--- config.mk ---
export PLATFORM = sky130hd
export DESIGN_NAME = mem_stage_hs
export DESIGN_NICKNAME = d
export VERILOG_FILES = /design/src/rtl/mem_stage_hs.sv
export SDC_FILE = /design/constraint.sdc
export NUM_CORES = 1
export LEC_CHECK = 0
export BUFFER_PORTS_ARGS = -buffer_cell sky130_fd_sc_hd__buf_2
export CORE_UTILIZATION = 41
export DETAILED_ROUTE_END_ITERATION = 8
export PLACE_DENSITY = 0.71
export SKIP_CTS_REPAIR_TIMING = 1
export SLEW_MARGIN = 20
export SYNTH_ARGS = -nofsm -noshare
export SYNTH_HDL_FRONTEND = slang
export SYNTH_SLANG_ARGS = --single-unit
export TNS_END_PERCENT = 20
--- constraint.sdc ---
create_clock -name clk -period 2.1 [get_ports clk]
set_clock_uncertainty 0.15 [all_clocks]
set_input_delay 0.42 -clock clk [delete_from_list [all_inputs] [get_ports clk]]
set_output_delay 0.42 -clock clk [all_outputs]
set_load 0.02 [all_outputs]
--- src/rtl/mem_stage_hs.sv ---
// Purpose: MIPS MEM stage between EX/MEM and MEM/WB; drives a req/ack RAM port, builds byte
//          enables and lane-replicated store data, and aligns and extends load data.
// Latency: non-memory ops retire 1 cycle after issue. Memory ops spend 1 IDLE cycle, then
//          request-to-ack cycles, then retire on the following edge. A hung access aborts after
//          TIMEOUT_CYC request cycles.
// Backpressure: stallreq_o freezes upstream while a memory op is in flight. It is combinational
//          on valid_i/op_i in IDLE and on ram_ack_i in BUSY. There is no downstream backpressure.
//
// Ports:
//   clk, rst           clock (rising edge); synchronous active-high reset
//   valid_i, op_i      instruction present and its memory opcode
//   addr_i             byte address
//   store_data_i       store source (rt)
//   wd_i, wreg_i       destination register and write enable
//   wdata_i            ALU result, used for non-loads
//   pc_i               instruction PC
//   wb_*, pc_o         registered MEM/WB outputs
//   ram_*              RAM handshake: request, byte enables, word address, write data,
//                      ack and read data
//   stallreq_o         freeze request to the upstream stages
//   bus_err_o          1-cycle pulse when an access is aborted by the timeout
//   align_err_o        present only with MEM_ALIGN_CHECK_EN; 1-cycle pulse on a misaligned access
//
// Build option MEM_ALIGN_CHECK_EN: when defined, misaligned halfword and word accesses are
// rejected without touching the RAM. When undefined, halfwords ignore addr[0] and words
// ignore addr[1:0].
module mem_stage_hs #(
    parameter int ADDR_W      = 32,
    parameter int REG_AW      = 5,
    parameter int TIMEOUT_CYC = 255
) (
    input  logic              clk,
    input  logic              rst,
    input  logic              valid_i,
    input  logic [3:0]        op_i,
    input  logic [ADDR_W-1:0] addr_i,
    input  logic [31:0]       store_data_i,
    input  logic [REG_AW-1:0] wd_i,
    input  logic              wreg_i,
    input  logic [31:0]       wdata_i,
    input  logic [ADDR_W-1:0] pc_i,
    output logic              wb_valid_o,
    output logic [REG_AW-1:0] wd_o,
    output logic              wreg_o,
    output logic [31:0]       wdata_o,
    output logic [ADDR_W-1:0] pc_o,
    output logic              ram_req_o,
    output logic [3:0]        ram_we_o,
    output logic [ADDR_W-1:0] ram_addr_o,
    output logic [31:0]       ram_wdata_o,
    input  logic              ram_ack_i,
    input  logic [31:0]       ram_rdata_i,
    output logic              stallreq_o,
`ifdef MEM_ALIGN_CHECK_EN
    output logic              align_err_o,
`endif
    output logic              bus_err_o
);

    localparam logic [3:0] OP_LB  = 4'b0001;
    localparam logic [3:0] OP_LBU = 4'b0010;
    localparam logic [3:0] OP_LH  = 4'b0011;
    localparam logic [3:0] OP_LHU = 4'b0100;
    localparam logic [3:0] OP_LW  = 4'b0101;
    localparam logic [3:0] OP_SB  = 4'b1001;
    localparam logic [3:0] OP_SH  = 4'b1010;
    localparam logic [3:0] OP_SW  = 4'b1011;

    localparam int CNT_W = (TIMEOUT_CYC < 1) ? 1 : $clog2(TIMEOUT_CYC + 1);
    localparam logic [CNT_W-1:0] CNT_LAST = CNT_W'(TIMEOUT_CYC - 1);

    typedef enum logic {IDLE = 1'b0, BUSY = 1'b1} state_t;

    state_t            state;
    logic [CNT_W-1:0]  cnt;
    logic [3:0]        lat_op;
    logic [1:0]        lat_addr_lo;
    logic [REG_AW-1:0] lat_wd;
    logic              lat_wreg;
    logic [31:0]       lat_wdata;
    logic [ADDR_W-1:0] lat_pc;

    logic              is_mem;
    logic              misaligned;
    logic              start_req;
    logic              timeout_hit;
    logic [3:0]        we_c;
    logic [31:0]       st_wdata_c;
    logic [31:0]       rd_shift;
    logic [7:0]        rd_byte;
    logic [15:0]       rd_half;
    logic [31:0]       ld_result;

    // Opcode decode. Opcodes outside the table are treated as non-memory pass-through.
    always_comb begin
        is_mem     = 1'b0;
        misaligned = 1'b0;
        case (op_i)
            OP_LB, OP_LBU, OP_SB:   is_mem = 1'b1;
            OP_LH, OP_LHU, OP_SH: begin
                is_mem     = 1'b1;
                misaligned = addr_i[0];
            end
            OP_LW, OP_SW: begin
                is_mem     = 1'b1;
                misaligned = (addr_i[1:0] != 2'b00);
            end
            default: ;
        endcase
    end

`ifdef MEM_ALIGN_CHECK_EN
    assign start_req = valid_i && is_mem && !misaligned;
`else
    // Without the check, low address bits below the access size are simply ignored.
    logic unused_misaligned;
    assign unused_misaligned = misaligned;
    assign start_req = valid_i && is_mem;
`endif

    // Byte enables and lane-replicated store data, computed from the live inputs and
    // captured when the request is launched.
    always_comb begin
        we_c       = 4'b0000;
        st_wdata_c = 32'h0;
        case (op_i)
            OP_SB: begin
                we_c       = 4'b0001 << addr_i[1:0];
                st_wdata_c = {4{store_data_i[7:0]}};
            end
            OP_SH: begin
                we_c       = addr_i[1] ? 4'b1100 : 4'b0011;
                st_wdata_c = {2{store_data_i[15:0]}};
            end
            OP_SW: begin
                we_c       = 4'b1111;
                st_wdata_c = store_data_i;
            end
            default: ;
        endcase
    end

    // Load alignment uses the latched op/address. The read word is only valid in the ack cycle.
    always_comb begin
        rd_shift  = ram_rdata_i >> {lat_addr_lo, 3'b000};
        rd_byte   = rd_shift[7:0];
        rd_half   = lat_addr_lo[1] ? ram_rdata_i[31:16] : ram_rdata_i[15:0];
        ld_result = lat_wdata;
        case (lat_op)
            OP_LB:   ld_result = {{24{rd_byte[7]}}, rd_byte};
            OP_LBU:  ld_result = {24'h0, rd_byte};
            OP_LH:   ld_result = {{16{rd_half[15]}}, rd_half};
            OP_LHU:  ld_result = {16'h0, rd_half};
            OP_LW:   ld_result = ram_rdata_i;
            default: ld_result = lat_wdata;
        endcase
    end

    // An ack in the final allowed cycle wins over the timeout.
    assign timeout_hit = (state == BUSY) && !ram_ack_i && (cnt == CNT_LAST);

    // The stall is released in the ack cycle and in the abort cycle, so upstream advances on the
    // same edge that retires the memory op.
    assign stallreq_o = !rst && (((state == IDLE) && start_req) ||
                                 ((state == BUSY) && !ram_ack_i && !timeout_hit));

    always_ff @(posedge clk) begin
        if (rst) begin
            state       <= IDLE;
            cnt         <= '0;
            lat_op      <= 4'b0000;
            lat_addr_lo <= 2'b00;
            lat_wd      <= '0;
            lat_wreg    <= 1'b0;
            lat_wdata   <= 32'h0;
            lat_pc      <= '0;
            wb_valid_o  <= 1'b0;
            wd_o        <= '0;
            wreg_o      <= 1'b0;
            wdata_o     <= 32'h0;
            pc_o        <= '0;
            ram_req_o   <= 1'b0;
            ram_we_o    <= 4'b0000;
            ram_addr_o  <= '0;
            ram_wdata_o <= 32'h0;
            bus_err_o   <= 1'b0;
`ifdef MEM_ALIGN_CHECK_EN
            align_err_o <= 1'b0;
`endif
        end else begin
            bus_err_o <= 1'b0;
`ifdef MEM_ALIGN_CHECK_EN
            align_err_o <= 1'b0;
`endif
            case (state)
                IDLE: begin
                    cnt <= '0;
                    if (start_req) begin
                        state       <= BUSY;
                        ram_req_o   <= 1'b1;
                        ram_we_o    <= we_c;
                        ram_addr_o  <= {addr_i[ADDR_W-1:2], 2'b00};
                        ram_wdata_o <= st_wdata_c;
                        lat_op      <= op_i;
                        lat_addr_lo <= addr_i[1:0];
                        lat_wd      <= wd_i;
                        lat_wreg    <= wreg_i;
                        lat_wdata   <= wdata_i;
                        lat_pc      <= pc_i;
                        wb_valid_o  <= 1'b0;
                        wreg_o      <= 1'b0;
                    end else if (valid_i) begin
                        wb_valid_o <= 1'b1;
                        wd_o       <= wd_i;
                        wreg_o     <= wreg_i;
                        wdata_o    <= wdata_i;
                        pc_o       <= pc_i;
`ifdef MEM_ALIGN_CHECK_EN
                        // A memory op that reaches this branch was rejected as misaligned.
                        if (is_mem) begin
                            wreg_o      <= 1'b0;
                            align_err_o <= 1'b1;
                        end
`endif
                    end else begin
                        wb_valid_o <= 1'b0;
                        wreg_o     <= 1'b0;
                    end
                end
                BUSY: begin
                    if (ram_ack_i) begin
                        state      <= IDLE;
                        ram_req_o  <= 1'b0;
                        ram_we_o   <= 4'b0000;
                        wb_valid_o <= 1'b1;
                        wd_o       <= lat_wd;
                        wreg_o     <= lat_wreg;
                        wdata_o    <= ld_result;
                        pc_o       <= lat_pc;
                    end else if (timeout_hit) begin
                        state      <= IDLE;
                        ram_req_o  <= 1'b0;
                        ram_we_o   <= 4'b0000;
                        wb_valid_o <= 1'b1;
                        wd_o       <= lat_wd;
                        wreg_o     <= 1'b0;
                        wdata_o    <= 32'h0;
                        pc_o       <= lat_pc;
                        bus_err_o  <= 1'b1;
                    end else begin
                        cnt        <= cnt + 1'b1;
                        wb_valid_o <= 1'b0;
                        wreg_o     <= 1'b0;
                    end
                end
                default: state <= IDLE;
            endcase
        end
    end

endmodule
==> results.md <==
* Area growth, synth to finish at 37.1%
* Number of port buffers at roughly 310
* Worst-path clk slew at ~0.060 ns
* Yosys cell types at 61
* Crit path cell chain: inv_2 -> ha_4 -> and4_4 -> a31oi_4 -> a21oi_2 -> nor2_2 -> buf_6
* DRC viols at 0
* Rows at 58
* Slowest Stage Delay on Critical Path at 0.32 ns
* Pleak at 0.00616 uW
* First-pass GRT wire length at about 53000 um
* CP Launch Type: flop
* CTS tree: built
* Critical Path AT at 1.75 ns
* Worst-Skew Late Latency at 0.53 ns
* Slew @ Worst Pin at between 0.7 and 0.8 ns
* Beginning of the worst register-to-register path: lat_addr_lo[1]$_SDFFE_PP0P_
* Die height at around 160 um
* FF+latch area at ~4500 um^2
* VDD IR max at 0.626 mV
* WL final at 36000 um
* Post-synth EDFFs at 0
* DIE WIDTH at 163 um
* Number of synthesized register bits at 224
* Hold Path Depth at 3
* Reg2reg path depth at 6
* Commonest non-fill, non-tap cell in the layout: buf_2
* DR iter-0 viols at about 900
* Most frequent cells in the layout: buf_2 (312), nand2_1 (244), dfxtp_1 (219)
* Hold_sp: wd_i[2]
* Ports at 316
* Ys flop type: dfxtp_1
* Outcome: finished, violations left
* Clk sinks at 224
* Failing checks: hold timing, setup timing
* Critical path required time at ~1.5 ns
* Max Freq at 431 MHz
* Synth async-reset ratio at 0%
* Final worst slack at -0.221 ns
* Fin nets at ~1800
* Vias per cell at 5.62
* Cts bufs inserted at 25
* # fillers at 2233
* Average cell area after synthesis at 8.35 um^2
* Syn Inst Count at 1275
* Post-DP HPWL at 24000 um
* First-pass detailed-route iteration total at 5
* Full die area at 26600 um^2
* Area of the multi-input gates at 5660 um^2
* Clk buf depth at 3
* Crit path kind: reg2out
* Wire per inst at 18.1 um
* Finished Core Util at 57.6%
* Reg2reg setup slack at -0.01 ns
* Setup TNS at -0.238 ns
* Tot GR Track Use at 25.0%
* CORE AREA at 25300 um^2
* Placer Congestion at 0.936
* Power per cell area at 767 nW/um^2
* Crit. End Element: output pin
* Syn. warnings at 0
* Register area share after synthesis at a little over two fifths
* Grt total ovfl at 0
* Worst hold slack at -0.0104 ns
* Via Count at 11200
* Worst hold path class: in2reg
* Clk root buf: clkbuf_16
* Initial cell density of the core at 42.0%
* Max_slew headroom at 52.5%
* WHS Endpoint: lat_wd[2]$_SDFFE_PP0P_
* Max Cap Viol at 0
* Vias in the first global route at 10100
* Fraction of layout cells with a size suffix above 1 at 31.3%
* FF-to-FF End: wdata_o[13]$_SDFFE_PP0P_
* RSZ-0062 raised after global routing: true
* Final setup violation count at 3
* Largest net degree at the start of global routing at 111
* Antenna violations before repair at 6
* Htree depth at 1
* Post-route clock period utilization at 111%
* Max-slew violation count at 0
* Antenna-violating nets left at 0
* Area of the mapped netlist at 10600 um^2
* Final min period at 2.32 ns
* Slowest-stage cell, CP: dfxtp_2
* Final hold vios at 15
* Crit Path Max Fanout at 3
-- synth_stat cells, drive strengths merged, types with 3 or more instances --
| cell type | instances | area, um^2 |
|---|---|---|
| inv | 22 | 82.6 |
| nand4 | 10 | 62.6 |
| and3 | 9 | 56.3 |
| a22o | 16 | 140 |
| a31oi | 10 | 62.6 |
| a22oi | 22 | 165 |
| mux4 | 8 | 180 |
| xnor2 | 4 | 35.0 |
| a21o | 6 | 45.0 |
| mux2i | 47 | 470 |
| o31ai | 23 | 173 |
| a21oi | 167 | 840 |
| a32oi | 3 | 26.3 |
| nor2 | 29 | 109 |
| o311ai | 9 | 96.4 |
| o221ai | 15 | 131 |
| a211oi | 54 | 415 |
| nand4b | 10 | 87.6 |
| buf | 48 | 277 |
| a2111oi | 18 | 206 |
| nand2b | 5 | 31.3 |
| dfxtp | 224 | 4480 |
| nor3 | 48 | 240 |
| o211ai | 16 | 120 |
| nand2 | 245 | 922 |
| clkbuf | 86 | 323 |
| o21bai | 33 | 248 |
| o21ai | 20 | 100 |
| nand3 | 23 | 120 |
| nor2b | 13 | 81.3 |
| mux2 | 8 | 90.1 |
-- flip-flops by register name (all words and copies together) (netlist names) --
register / flops
lat_pc: 32
wd_o: 5
cnt: 8
pc_o: 32
bus_err_o: 1
ram_wdata_o: 32
lat_wreg: 1
ram_addr_o: 30
lat_wdata: 32
wdata_o: 32
lat_addr_lo: 2
lat_op: 4
ram_we_o: 4
wreg_o: 1
ram_req_o: 1
state: 1
lat_wd: 5
wb_valid_o: 1
-- logic make-up (layout without fill, tap and decap cells) --
group / count (synthesis) / after routing / synth area share, %
flops: 224 / 224 / 42.1
fa+ha+maj: 2 / 2 / 0.235
xor+xnor: 6 / 6 / 0.494
other cells: 1 / 7 / 0.0352
compound gates: 420 / 420 / 26.7
buf+inv: 156 / 534 / 6.41
mux: 63 / 63 / 6.96
simple gates: 403 / 403 / 17.0
-- through the flow --
step / instances / worst slack [ns] / cell area [um^2] / hold WS [ns] / power, uW
6_report: 1989 / -0.221 / 14600 / -0.0104 / 11200
5_1_grt: 1989 / -0.314 / 14600 / -0.00130 / 11700
4_1_cts: 1925 / -0.564 / 13800 / -0.0421 / 11100
3_5_place_dp: 1879 / -0.235 / 13000 / 0.294 / 6790
3_3_place_gp: 1879 / -0.168 / 13000 / 0.285 / 6750
2_1_floorplan: 1276 / 0.00710 / 10700 / 0.283 / 5950
-- routing by layer --
| metal | share of wire (%) | vias to the layer above | routed length, um | global-route usage, % |
|---|---|---|---|---|
| met4 | 4.2 | 2 | 1510 | 10.2 |
| met1 | 40 | 5252 | 14500 | 31.3 |
| li1 | - | 5335 | - | - |
| met3 | 7.4 | 105 | 2680 | 5.15 |
| met5 | 0.036 | - | 13 | 0 |
| met2 | 48 | 490 | 17300 | 41.5 |
-- how the worst max path moves through the flow --
stage                              startpoint                       end  slack, ns  cells after the start
after floorplan           cnt[0]$_SDFFE_PP0P_  wdata_o[20]$_SDFFE_PP0P_      0.007                     10
after global placement        ram_rdata_i[31]  wdata_o[10]$_SDFFE_PP0P_      -0.17                      6
after detailed placement      ram_rdata_i[31]  wdata_o[10]$_SDFFE_PP0P_      -0.23                      6
after CTS                 cnt[0]$_SDFFE_PP0P_                stallreq_o      -0.56                      7
after global routing      cnt[0]$_SDFFE_PP0P_                stallreq_o      -0.31                      7
final                     cnt[0]$_SDFFE_PP0P_                stallreq_o      -0.22                      7
-- power breakdown --
group	internal [uW]	leakage, uW	total (uW)	switching (uW)
registers	4510	0.00183	4650	138
clock network	2560	0.000405	4330	1770
logic	927	0.00392	2210	1280
total	8000	0.00616	11200	3190
-- worst max-delay path: cells and delay by family (launching register included) --
family          cells  cell delay [ns]
compound gates      2             0.30
simple gates        2             0.29
flops               1             0.32
buf+inv             2             0.21
fa+ha+maj           1             0.12
-- area by class of cell --
cell class	count	area share (%)
antenna	5	0.0858
clock buffer	39	5.13
clock inverter	7	0.438
inverter	22	0.566
multi-input combinational	896	38.8
sequential	224	30.8
tap	330	2.83
timing repair buffer	466	21.3
Power figures use the tool's default switching activity.
